===== src/rtl/instr_fetch_unit_pkg.sv =====
// Shared processor definitions used by the fetch unit and control_unit.
package instr_fetch_unit_pkg;

  localparam int unsigned PC_W       = 8;
  localparam int unsigned INSTR_W    = 32;
  localparam int unsigned OPCODE_MSB = 31;
  localparam int unsigned OPCODE_LSB = 26;
  localparam int unsigned OPCODE_W   = OPCODE_MSB - OPCODE_LSB + 1;

  typedef enum logic {
    BOOT = 1'b0,
    RUN  = 1'b1
  } fetchState_t;

  // Opcode field of an instruction word.
  function automatic logic [OPCODE_W-1:0] getOpcode(input logic [INSTR_W-1:0] instr);
    return instr[OPCODE_MSB:OPCODE_LSB];
  endfunction

endpackage


===== src/rtl/instr_fetch_unit_fifo.sv =====
// Small FIFO holding fetched {pc, instr} entries; flush empties it in one edge.
module fetch_fifo #(
  parameter int unsigned DEPTH  = 2,
  parameter int unsigned DATA_W = 40
) (
  input  logic                         clk,
  input  logic                         rst_n,
  input  logic                         push,
  input  logic                         pop,
  input  logic                         flush,
  input  logic [DATA_W-1:0]            pushData,
  output logic [DATA_W-1:0]            headData,
  output logic [$clog2(DEPTH+1)-1:0]   count
);

  localparam int unsigned CNT_W = $clog2(DEPTH + 1);
  localparam int unsigned PTR_W = (DEPTH > 1) ? $clog2(DEPTH) : 1;

  logic [DATA_W-1:0] mem [DEPTH];
  logic [PTR_W-1:0]  rdPtr;
  logic [PTR_W-1:0]  wrPtr;
  logic              doPush;
  logic              doPop;

  // Pointer advance with explicit wrap so non-power-of-two depths work.
  function automatic logic [PTR_W-1:0] nextPtr(input logic [PTR_W-1:0] p);
    return (p == PTR_W'(DEPTH - 1)) ? '0 : p + PTR_W'(1);
  endfunction

  assign doPush   = push && !flush && (count < CNT_W'(DEPTH));
  assign doPop    = pop && !flush && (count != '0);
  assign headData = mem[rdPtr];

  // Pointer and occupancy bookkeeping; flush wins over push/pop.
  always_ff @(posedge clk or negedge rst_n) begin
    if (!rst_n) begin
      rdPtr <= '0;
      wrPtr <= '0;
      count <= '0;
    end else if (flush) begin
      rdPtr <= '0;
      wrPtr <= '0;
      count <= '0;
    end else begin
      if (doPush) wrPtr <= nextPtr(wrPtr);
      if (doPop)  rdPtr <= nextPtr(rdPtr);
      if (doPush && !doPop)      count <= count + CNT_W'(1);
      else if (!doPush && doPop) count <= count - CNT_W'(1);
    end
  end

  // Entry storage; contents are only observed while count is nonzero.
  always_ff @(posedge clk) begin
    if (doPush) mem[wrPtr] <= pushData;
  end

endmodule


===== src/rtl/instr_fetch_unit.sv =====
// Instruction fetch: issues sequential word reads, buffers responses, handles redirects.
module instr_fetch_unit #(
  parameter int unsigned     PC_W     = 8,
  parameter int unsigned     DEPTH    = 2,
  parameter logic [PC_W-1:0] RESET_PC = '0
) (
  input  logic                                     clk,
  input  logic                                     rst_n,
  input  logic                                     fetch_en,
  output logic                                     imem_req,
  output logic [PC_W-1:0]                          imem_addr,
  input  logic [instr_fetch_unit_pkg::INSTR_W-1:0] imem_rdata,
  input  logic                                     redirect_valid,
  input  logic [PC_W-1:0]                          redirect_pc,
  output logic                                     if_valid,
  output logic [instr_fetch_unit_pkg::INSTR_W-1:0] if_instr,
  output logic [PC_W-1:0]                          if_pc,
  input  logic                                     id_ready
);

  import instr_fetch_unit_pkg::*;

  localparam int unsigned FIFO_W = INSTR_W + PC_W;
  localparam int unsigned CNT_W  = $clog2(DEPTH + 1);

  fetchState_t        state;
  fetchState_t        stateNext;
  logic [PC_W-1:0]    pc;
  logic               epoch;
  logic               inflight;
  logic               inflightEpoch;
  logic [PC_W-1:0]    inflightAddr;
  logic [CNT_W-1:0]   count;
  logic [FIFO_W-1:0]  headData;
  logic [CNT_W:0]     occupancy;
  logic               ifPop;
  logic               respPush;

  assign ifPop     = if_valid && id_ready;
  assign respPush  = inflight && (inflightEpoch == epoch) && !redirect_valid;
  assign imem_addr = pc;
  assign if_valid  = (count != '0);
  assign if_instr  = if_valid ? headData[INSTR_W-1:0] : '0;
  assign if_pc     = if_valid ? headData[FIFO_W-1:INSTR_W] : '0;

  // State register.
  always_ff @(posedge clk or negedge rst_n) begin
    if (!rst_n) state <= BOOT;
    else        state <= stateNext;
  end

  // Next state and request strobe; a request only issues if its response is sure to fit.
  always_comb begin
    stateNext = state;
    imem_req  = 1'b0;
    occupancy = {1'b0, count} + (CNT_W+1)'(inflight) - (CNT_W+1)'(ifPop);
    case (state)
      BOOT: stateNext = RUN;
      RUN:  imem_req  = fetch_en && !redirect_valid && (occupancy < (CNT_W+1)'(DEPTH));
      default: stateNext = BOOT;
    endcase
  end

  // PC, epoch and outstanding-request tracking; redirect overrides sequential advance.
  always_ff @(posedge clk or negedge rst_n) begin
    if (!rst_n) begin
      pc            <= RESET_PC;
      epoch         <= 1'b0;
      inflight      <= 1'b0;
      inflightEpoch <= 1'b0;
      inflightAddr  <= RESET_PC;
    end else begin
      inflight <= imem_req;
      if (imem_req) begin
        inflightAddr  <= pc;
        inflightEpoch <= epoch;
      end
      if (redirect_valid) begin
        epoch <= ~epoch;
        pc    <= redirect_pc;
      end else if (imem_req) begin
        pc <= pc + PC_W'(1);
      end
    end
  end

  fetch_fifo #(
    .DEPTH  (DEPTH),
    .DATA_W (FIFO_W)
  ) u_fifo (
    .clk      (clk),
    .rst_n    (rst_n),
    .push     (respPush),
    .pop      (ifPop),
    .flush    (redirect_valid),
    .pushData ({inflightAddr, imem_rdata}),
    .headData (headData),
    .count    (count)
  );

endmodule


===== config.mk =====
export PLATFORM = sky130hd
export DESIGN_NAME = instr_fetch_unit
export DESIGN_NICKNAME = d
export VERILOG_FILES = /design/src/rtl/instr_fetch_unit_pkg.sv /design/src/rtl/instr_fetch_unit_fifo.sv /design/src/rtl/instr_fetch_unit.sv
export SDC_FILE = /design/constraint.sdc
export NUM_CORES = 1
export LEC_CHECK = 0
export ABC_CLOCK_PERIOD_IN_PS = 3700
export CELL_PAD_IN_SITES_DETAIL_PLACEMENT = 1
export CELL_PAD_IN_SITES_GLOBAL_PLACEMENT = 2
export CORE_ASPECT_RATIO = 1.4
export CORE_MARGIN = 3
export CORE_UTILIZATION = 34
export CTS_CLUSTER_DIAMETER = 150
export DETAILED_ROUTE_END_ITERATION = 8
export PLACE_DENSITY_LB_ADDON = 0.1
export SYNTH_ARGS = -nofsm -noshare
export SYNTH_HDL_FRONTEND = slang
export SYNTH_SLANG_ARGS = --single-unit
export TNS_END_PERCENT = 10

===== constraint.sdc =====
create_clock -name clk -period 3.7 [get_ports clk]
set_input_delay 0.37 -clock clk [delete_from_list [all_inputs] [get_ports clk]]
set_output_delay 0.37 -clock clk [all_outputs]
set_load 0.02 [all_outputs]

# After elaboration in Yosys (flattened, before gate mapping)
# Memories as Yosys holds them, arrays and structs flattened.
# Index checks and enable logic that the tools add are counted.
# totals
regBits,24
latchBits,0
mem_bits_rw,80
romBits,0
input_bits,45
output_inout_bits,50
wordCells,56
n_memories,1
# op_classes
n_addsub,7
multipliers,0
div_mod_pow,0
order_cmp,2
eq_ne,1
shift,0
muxes,16
n_bitwise,1
n_reduce_logical,19
# mem_list
name,words,word_bits,read_ports,rd_ports_with_merged_regs,write_ports,line_no,text
u_fifo.mem,2,40,1,0,1,instr_fetch_unit_fifo.sv:19,logic [DATA_W-1:0] mem [DEPTH];
# op_table
operator,n
2-to-1 mux 32 bit,1
2-to-1 mux 8 bit,3
logical AND 1 bit,11
2-to-1 mux 1 bit,9
adder 8 x 1 -> 8 bit (second input constant),1
nonzero test 2 bit,4
2-to-1 mux 2 bit,3
adder 2 x 1 -> 3 bit,1
logical NOT 1 bit,3
< comparator 3 x 2 -> 1 bit (second input constant),1
nonzero test 3 bit,1
subtractor 3 x 1 -> 3 bit,1
adder 1 bit (second input constant),2
adder 2 x 1 -> 2 bit (second input constant),1
< comparator 2 bit (second input constant),1
subtractor 2 x 1 -> 2 bit (second input constant),1
== test 1 bit,1
NOT 1 bit,1

# Logic depth before layout (Yosys ltp)
# Gate-level depths: netlist (run 1).
# logic_depth
word_depth,10
ltp_mapped,12
depth_no_buf,11

# By module
# From an unflattened synthesis (run 1), not the netlist that was laid out.
# unflattened
cells_unflattened,291
hier_area_um2,4558.1
# by_module_without_submodules
mod,n_inst,cells_per_inst,area_per_inst_um2,seq_area_each_um2
fetch_fifo,1,146,3301.9,2502.4
instr_fetch_unit,1,145,1256.2,500.5

# Worst setup path before layout (run 1)
# OpenSTA, ideal clock, no wires.
# synth_timing
kind,reg2reg
startpoint,register epoch
endpoint,"memory u_fifo.mem[0][0], enable pin"
setup_ps,438
arrival_ps,2503
required_ps,3262
path_slack_ps,759
path_stages_with_launch,4
path_buffers,0
synth_period_minus_slack_ps,2941
cell_sequence,dfrtp_1 -> xnor2_1 -> nand4_1 -> nor2_1
# synth_between
elab_chain_len,7
# synth_rtl
item,line_no,text
start: declaration,instr_fetch_unit.sv:29,logic epoch;
start signal: assignment,instr_fetch_unit.sv:79,epoch <= ~epoch;
== test 1 bit,instr_fetch_unit.sv:40,assign respPush = inflight && (inflightEpoch == epoch) && !redirect_valid;
logical AND 1 bit (2 in a row),instr_fetch_unit.sv:40,
logical AND 1 bit (2 in a row),instr_fetch_unit_fifo.sv:30,assign doPush = push && !flush && (count < CNT_W'(DEPTH));
2-to-1 mux 1 bit,instr_fetch_unit_fifo.sv:54,if (doPush) mem[wrPtr] <= pushData;
2-to-1 mux 1 bit (not written as such),instr_fetch_unit_fifo.sv:54,
end: declaration,instr_fetch_unit_fifo.sv:19,
# Every way passes these cells.

# Final worst setup path (run 1)
# layout_timing
startpoint,register u_fifo.count[1]
endpoint,output port imem_req
# layout_between
elab_chain_len,6
elab_cells_between_ends,7
cone_classes,add/sub (2); order compare (1); mux (1); reduce/logical (3)
# layout_rtl
item,line_no,text
start: declaration,instr_fetch_unit_fifo.sv:13,output logic [$clog2(DEPTH+1)-1:0] count
start signal: assignment,instr_fetch_unit_fifo.sv:47,if (doPush && !doPop) count <= count + CNT_W'(1);
start signal: assignment,instr_fetch_unit_fifo.sv:48,else if (!doPush && doPop) count <= count - CNT_W'(1);
branches (longest 2 deep; another with adder 2 x 1 -> 3 bit),--,
subtractor 3 x 1 -> 3 bit (*),instr_fetch_unit.sv:56,"occupancy = {1'b0, count} + (CNT_W+1)'(inflight) - (CNT_W+1)'(ifPop);"
< comparator 3 x 2 -> 1 bit (*),instr_fetch_unit.sv:59,RUN: imem_req = fetch_en && !redirect_valid && (occupancy < (CNT_W+1)'(DEPTH));
logical AND 1 bit (*),instr_fetch_unit.sv:59,
2-to-1 mux 1 bit (*),instr_fetch_unit.sv:57,case (state)
end: declaration,instr_fetch_unit.sv:10,"output logic imem_req,"
# Mark *: on every way between the ends.

==> results of run 1 <==
-- metal layers --
layer	up-vias	global-route usage (%)	wire length [um]
li1	1226	-	-
met1	1289	16.19	3550
met2	66	26.12	4989
met3	9	2.856	393
met4	0	5.923	151
met5	-	0	0
-- path summary, 6_finish.rpt --
path | to | depth (start not counted)
worst max-delay path | imem_req | 10
worst min-delay path | u_fifo.mem[0][32]$_DFFE_PP_ | 0
worst max register to register | imem_addr[6]$_DFFE_PN0P_ | 10
worst min register to register | u_fifo.mem[0][32]$_DFFE_PP_ | 0
max in group asynchronous | inflightAddr[5]$_DFFE_PN0P_ | 2
min in group asynchronous | imem_addr[0]$_DFFE_PN0P_ | 1
-- cells in the mapped netlist (2+ instances only) --
| library cell | instances | area, sq um |
|---|---|---|
| edfxtp_1 | 80 | 2402 |
| nor2_1 | 47 | 176.4 |
| mux2i_1 | 40 | 400.4 |
| dfrtp_1 | 24 | 600.6 |
| nand2_1 | 23 | 86.33 |
| o21ai_0 | 11 | 55.05 |
| inv_1 | 8 | 30.03 |
| clkbuf_1 | 6 | 22.52 |
| buf_2 | 5 | 25.02 |
| a221o_1 | 4 | 40.04 |
| xnor2_1 | 4 | 35.03 |
| nand3_1 | 3 | 15.01 |
| ha_1 | 2 | 25.02 |
| nand4_1 | 2 | 12.51 |
| nor2b_1 | 2 | 12.51 |
| nor3_1 | 2 | 10.01 |
| nor3b_1 | 2 | 15.01 |
| xor2_1 | 2 | 17.52 |
-- per-stage QoR --
| step | power, mW | util (%) | cell area [sq um] |
|---|---|---|---|
| 5_1_grt | 2.819 | 47.67 | 5663 |
| 2_1_floorplan | 1.525 | - | 4164 |
| 6_report | 2.700 | 47.67 | 5663 |
| 3_5_place_dp | 1.675 | 44.82 | 5324 |
| 4_1_cts | 2.746 | 47.65 | 5660 |
| 3_3_place_gp | 1.664 | 44.82 | 5324 |
-- kinds of logic (layout without fill, tap and decap cells) --
family | after synthesis | count (layout) | share of synthesized area (%)
AOI/OAI and AO/OA | 24 | 24 | 4.027
other | 1 | 1 | 0.09006
adders and majority gates | 3 | 3 | 1.082
xor gates and xnor gates | 6 | 6 | 1.262
DFF | 104 | 104 | 72.12
muxes | 40 | 40 | 9.615
buffers and inverters | 22 | 126 | 2.404
and+or+nand+nor | 87 | 87 | 9.405
-- state kept, by name, indices dropped and copies added, names as in the netlist, 2 cells and up --
name and count:
imem_addr 8, inflightAddr 8, u_fifo.count 2, u_fifo.mem 80
-- critical path: stages (launching register included) --
cell and delay, ns:
dfrtp_1 0.48, nor2_4 0.15, inv_1 0.05, and2_1 0.18, ha_1 0.27, nand2b_1 0.16, fa_1 0.54, nand4b_4 0.11
or2_4 0.29, inv_2 0.06, dlymetal6s2s_1 0.21
-- power groups by stage --
stage / Clock (mW) / Sequential [mW] / Combinational (mW)
2_1_floorplan: 0 / 1.40 / 0.121
3_5_place_dp: 0 / 1.41 / 0.269
6_report: 1.06 / 1.38 / 0.265
4_1_cts: 1.09 / 1.38 / 0.273
5_1_grt: 1.14 / 1.39 / 0.294
3_3_place_gp: 0 / 1.40 / 0.264
-- cell type report --
cell class / instances / area (sq um) / area share (%)
multi-input combinational: 161 / 1084 / 19.13
timing repair buffer: 101 / 1021 / 18.03
tap: 147 / 183.9 / 3.248
inverter: 9 / 33.78 / 0.5966
clock inverter: 6 / 107.6 / 1.900
clock buffer: 10 / 229.0 / 4.043
sequential: 104 / 3004 / 53.05
-- repair_timing --
item | in CTS | in global routing
hold endpoints to repair | 0 | 0
endpoints found under the setup margin | 0 | 1
setup buffers | 0 | 0
gates resized for setup | 0 | 1
==> results.py, run 1 <==
metrics = {
    "run_status": {
        "status": "finished clean",
    },
    "synth": {
        "synth.distinct_cells": 38,
        "synth_ff_type": "edfxtp_1",
        "syn_area_per_cell_sq_um": 14.51,
        "synth_area_sq_um": 4164,
        "syn_inst": 287,
        "synth_edf_count": 80,
        "synthesis.nets": 335,
        "ys_seq_area_share_pct": 72.12,
        "ys_ff_latch": 104,
        "async_flop_share_pct": 23.08,
        "yosysWarnings": 0,
    },
    "detailed_routing": {
        "drt_wl_total_um": 9085,
        "route.detailed.drc": 0,
        "drt_iter0_markers": 82,
        "drt_pass1_iterations": 4,
        "postRouteAntennaNets": 0,
        "vias_per_cell": 4.814,
        "vias": 2590,
        "wl_per_cell_um": 16.89,
    },
    "worst_setup_path": {
        "crit_start": "u_fifo.count[1]$_DFFE_PN0P_",
        "crit_type": "flop to output port",
        "endpoint_kind": "output port",
        "r2r_slack_ns": 0.80,
        "crit_required_ns": 3.33,
        "reg2reg_from": "u_fifo.count[1]$_DFFE_PN0P_",
        "startpoint_type": "flop",
        "path_max_fanout": 5,
        "worst_ep_arrival_time_ns": 2.84,
    },
    "timing": {
        "period_minus_slack_ns": 3.209,
        "holdWs_ns": 0.4754,
        "period_share_pct": 86.74,
        "worst_pin_slew_ns": 0.8344,
        "rsz0062_at_grt": "no",
        "hold_violations": 0,
        "max_freq_mhz": 311.6,
        "setup_viol_count_final": 0,
        "setup_ws_ns": 0.4905,
        "relSlewSlack_pct": 44.20,
        "maxSlewViolCount": 0,
        "skew_ns": 0.005493,
        "finalSetupTns_ns": 0,
    },
    "cts": {
        "cts_hold_buf": 0,
        "root_buffer": "clkbuf_16",
        "clockBufferDepth": 2,
        "clkTransAtPathRegs_ns": 0.07,
        "numCtsBuffers": 9,
        "clk_latency_ns": 0.34,
        "clock-sinks": 104,
        "cts_tree": "done",
        "htreeDepth": 3,
    },
    "pwr": {
        "leakagePower_nw": 1.963,
        "seqPwrFrac_pct": 51.1,
        "p_sw_share_pct": 21.29,
        "pwr-share-comb_pct": 9.8,
        "powerDensity_nw_per_um2": 476.8,
        "worst_ir_drop_vdd_mv": 0.2027,
        "power_frac_clock_pct": 39.1,
        "switchingPower_mw": 0.5749,
        "p_int_mw": 2.125,
    },
    "finish": {
        "final_layout_size_suffix_gt1_share_pct": 7.673,
        "final_common_cell": "clkdlybuf4s50_1",
        "insertedDiodeCount": 0,
        "fillers": 1194,
        "area_growth_pct": 36.00,
        "nets": 434,
        "mostFrequentLayoutCells": "clkdlybuf4s50_1, edfxtp_1, nor2_1, mux2i_1",
        "final_cells": 538,
    },
    "global_route": {
        "grt_pass1_vias": 2848,
        "gr-total-overflow": 0,
        "grt_max_degree": 41,
        "antenna_found_initial": 0,
        "grt_pass1_wl_um": 14840,
        "grt_use_total_pct": 14.31,
    },
    "floorplanning": {
        "die_w_um": 99.53,
        "dieArea_sq_um": 13630,
        "start_util_pct": 35.05,
        "rows": 47,
        "ios": 95,
        "coreArea_sq_um": 11880,
        "die_y_um": 136.9,
    },
    "hold_path": {
        "worstHoldStart": "inflightAddr[0]$_DFFE_PN0P_",
        "hold_path.class": "flop to flop",
    },
    "run": {
        "drv_cap": 0,
    },
    "place": {
        "dp_hpwl_um": 6080,
        "gp_congestion": 0.7272,
        "place_worst_setup_slack_ns": 0.2855,
        "place_inst": 522,
        "portBuffers": 94,
    },
}
No activity file was read; power rests on OpenSTA's default activity.
==> run 2, diff against run 1 <==
ABC_CLOCK_PERIOD_IN_PS = 2700   (was 3700)
CORE_UTILIZATION = 38   (was 34)
DONT_BUFFER_PORTS = 1   (was not set)
clock period = 2.7 ns   (was 3.7 ns; I/O delays follow)
==> run 2 against run 1 <==
- global-route usage is 0.30 points lower
- register-to-register slack worse by 0.77 ns
- power increased by 22%
- critical path depth did not move
- cell area down 15%
- critical endpoint unchanged
- die area down 10%
- the run now ends with negative setup slack left
- worst setup slack worse by 0.55 ns
- combinational power is 12% lower
- clock skew increased by 0.0025 ns
- critical path type unchanged
- cell count decreased by 16%
==> results.py, run 2 (synthesized netlist as in run 1, its figures left out) <==
metrics = {
    "floorplanning": {
        "die_y_um": 129.9,
        "ios": 95,
        "rows": 44,
        "start_util_pct": 39.60,
        "coreArea_sq_um": 10520,
        "die_w_um": 94.47,
        "dieArea_sq_um": 12270,
    },
    "finish": {
        "area_growth_pct": 15.96,
        "final_layout_size_suffix_gt1_share_pct": 15.71,
        "fillers": 1078,
        "final_common_cell": "edfxtp_1",
        "largest_register_ffs": 80,
        "insertedDiodeCount": 0,
        "final_util_pct": 45.92,
        "final_cells": 450,
        "mostFrequentLayoutCells": "edfxtp_1, nor2_1, mux2i_1, nand2_1, dfrtp_1",
        "regMostFlops": "u_fifo.mem",
        "nets": 355,
    },
    "detailed_routing": {
        "drt_iter0_markers": 70,
        "vias": 2280,
        "route.detailed.drc": 0,
        "drt_wl_total_um": 8026,
        "wl_per_cell_um": 17.84,
        "vias_per_cell": 5.067,
        "postRouteAntennaNets": 0,
        "drt_pass1_iterations": 4,
    },
    "worst_setup_path": {
        "endpoint": "imem_req",
        "r2r_slack_ns": 0.03,
        "reg2reg_from": "u_fifo.count[0]$_DFFE_PN0P_",
        "crit_start": "u_fifo.count[0]$_DFFE_PN0P_",
        "crit_required_ns": 2.43,
        "path_max_fanout": 2,
        "r2r_cells": 10,
        "endpoint_kind": "output port",
        "startpoint_type": "flop",
        "regToRegEndpoint": "imem_addr[6]$_DFFE_PN0P_",
        "crit_type": "flop to output port",
        "worst_ep_arrival_time_ns": 2.49,
    },
    "pwr": {
        "pwr-share-comb_pct": 7.0,
        "p_int_mw": 2.541,
        "power_frac_clock_pct": 35.0,
        "powerDensity_nw_per_um2": 682.9,
        "switchingPower_mw": 0.7560,
        "worst_ir_drop_vdd_mv": 0.3053,
        "seqPwrFrac_pct": 58.0,
        "p_sw_share_pct": 22.93,
        "leakagePower_nw": 1.664,
    },
    "timing": {
        "maxSlewViolCount": 0,
        "worst_pin_slew_ns": 0.5171,
        "period_share_pct": 102.0,
        "hold_violations": 0,
        "finalSetupTns_ns": -0.05510,
        "rsz0062_at_grt": "yes",
        "max_freq_mhz": 363.0,
        "setup_viol_count_final": 1,
        "holdWs_ns": 0.01543,
        "relSlewSlack_pct": 65.53,
        "setup_ws_ns": -0.05510,
        "period_minus_slack_ns": 2.755,
        "skew_ns": 0.007981,
    },
    "global_route": {
        "grt_pass1_wl_um": 12860,
        "grt_max_degree": 41,
        "gr-total-overflow": 0,
        "antenna_found_initial": 0,
        "grt_use_total_pct": 14.02,
        "grt_pass1_vias": 2419,
    },
    "cts": {
        "numCtsBuffers": 9,
        "root_buffer": "clkbuf_16",
        "clock-sinks": 104,
        "cts_tree": "done",
        "clockBufferDepth": 2,
        "htreeDepth": 3,
        "clk_latency_ns": 0.34,
        "clkTransAtPathRegs_ns": 0.07,
    },
    "place": {
        "portBuffers": 0,
        "place_inst": 426,
        "gp_congestion": 0.6769,
        "dp_hpwl_um": 5370,
        "place_worst_setup_slack_ns": -0.07452,
    },
    "run_status": {
        "status": "complete, but fails checks",
        "violations": "negative setup slack",
    },
    "run": {
        "drv_cap": 0,
    },
    "hold_path": {
        "hold_path.class": "input port to flop",
        "min_delay_path_depth": 1,
    },
}
-- run 2: final cells by class --
class	count	area [sq um]	share of cell area [%]
clock buffers	10	229.0	4.742
well taps	138	172.7	3.576
repair buffers	22	224.0	4.639
flip-flops and latches	104	3004	62.22
inverters	9	38.79	0.8033
clock inverters	6	36.28	0.7515
multi-input cells	161	1124	23.27
-- run 2: power groups by stage --
| stage | Combinational, mW | Clock (mW) | Sequential [mW] |
|---|---|---|---|
| 2_1_floorplan | 0.166 | 0 | 1.92 |
| 3_3_place_gp | 0.210 | 0 | 1.94 |
| 3_5_place_dp | 0.214 | 0 | 1.95 |
| 4_1_cts | 0.239 | 1.19 | 1.91 |
| 5_1_grt | 0.267 | 1.26 | 1.93 |
| 6_report | 0.232 | 1.15 | 1.91 |
-- run 2: what timing repair did --
| action | in CTS | in global routing |
|---|---|---|
| hold buffers | 3 | 0 |
| endpoints found under the setup margin | 5 | 11 |
| hold endpoints to repair | 27 | 0 |
| setup buffers | 5 | 0 |
| pin swaps | 5 | 2 |
| gates resized for setup | 10 | 3 |
-- run 2: stage by stage --
step / cell area, sq um / total power [mW]
4_1_cts: 4820 / 3.345
3_5_place_dp: 4437 / 2.161
6_report: 4828 / 3.297
3_3_place_gp: 4437 / 2.152
2_1_floorplan: 4164 / 2.090
5_1_grt: 4828 / 3.455
-- run 2: critical path, cell delays in order (launching register included) --
cell	delay, ns
dfrtp_1	0.41
nor2_4	0.13
inv_2	0.04
and2_4	0.14
ha_4	0.20
nand2b_4	0.13
fa_1	0.56
nand4b_4	0.11
or2_4	0.27
clkinv_4	0.07
buf_12	0.10
-- run 2: how the worst min path moves through the flow --
stage	slack [ns]	from	end
finish	0.02	redirect_valid	epoch$_DFFE_PN0P_
global route	0.002	imem_rdata[29]	u_fifo.mem[0][29]$_DFFE_PP_
CTS	0.002	redirect_valid	epoch$_DFFE_PN0P_
detailed placement	-0.02	rst_n	imem_addr[1]$_DFFE_PN0P_
global placement	-0.02	rst_n	imem_addr[0]$_DFFE_PN0P_
floorplan	-0.03	rst_n	epoch$_DFFE_PN0P_
-- run 2: layer usage --
layer / global-route usage [%] / share of wire, %
met1: 15.66 / 38
met2: 24.46 / 52
met3: 3.749 / 7.1
met4: 7.137 / 2.2
met5: 0 / 0
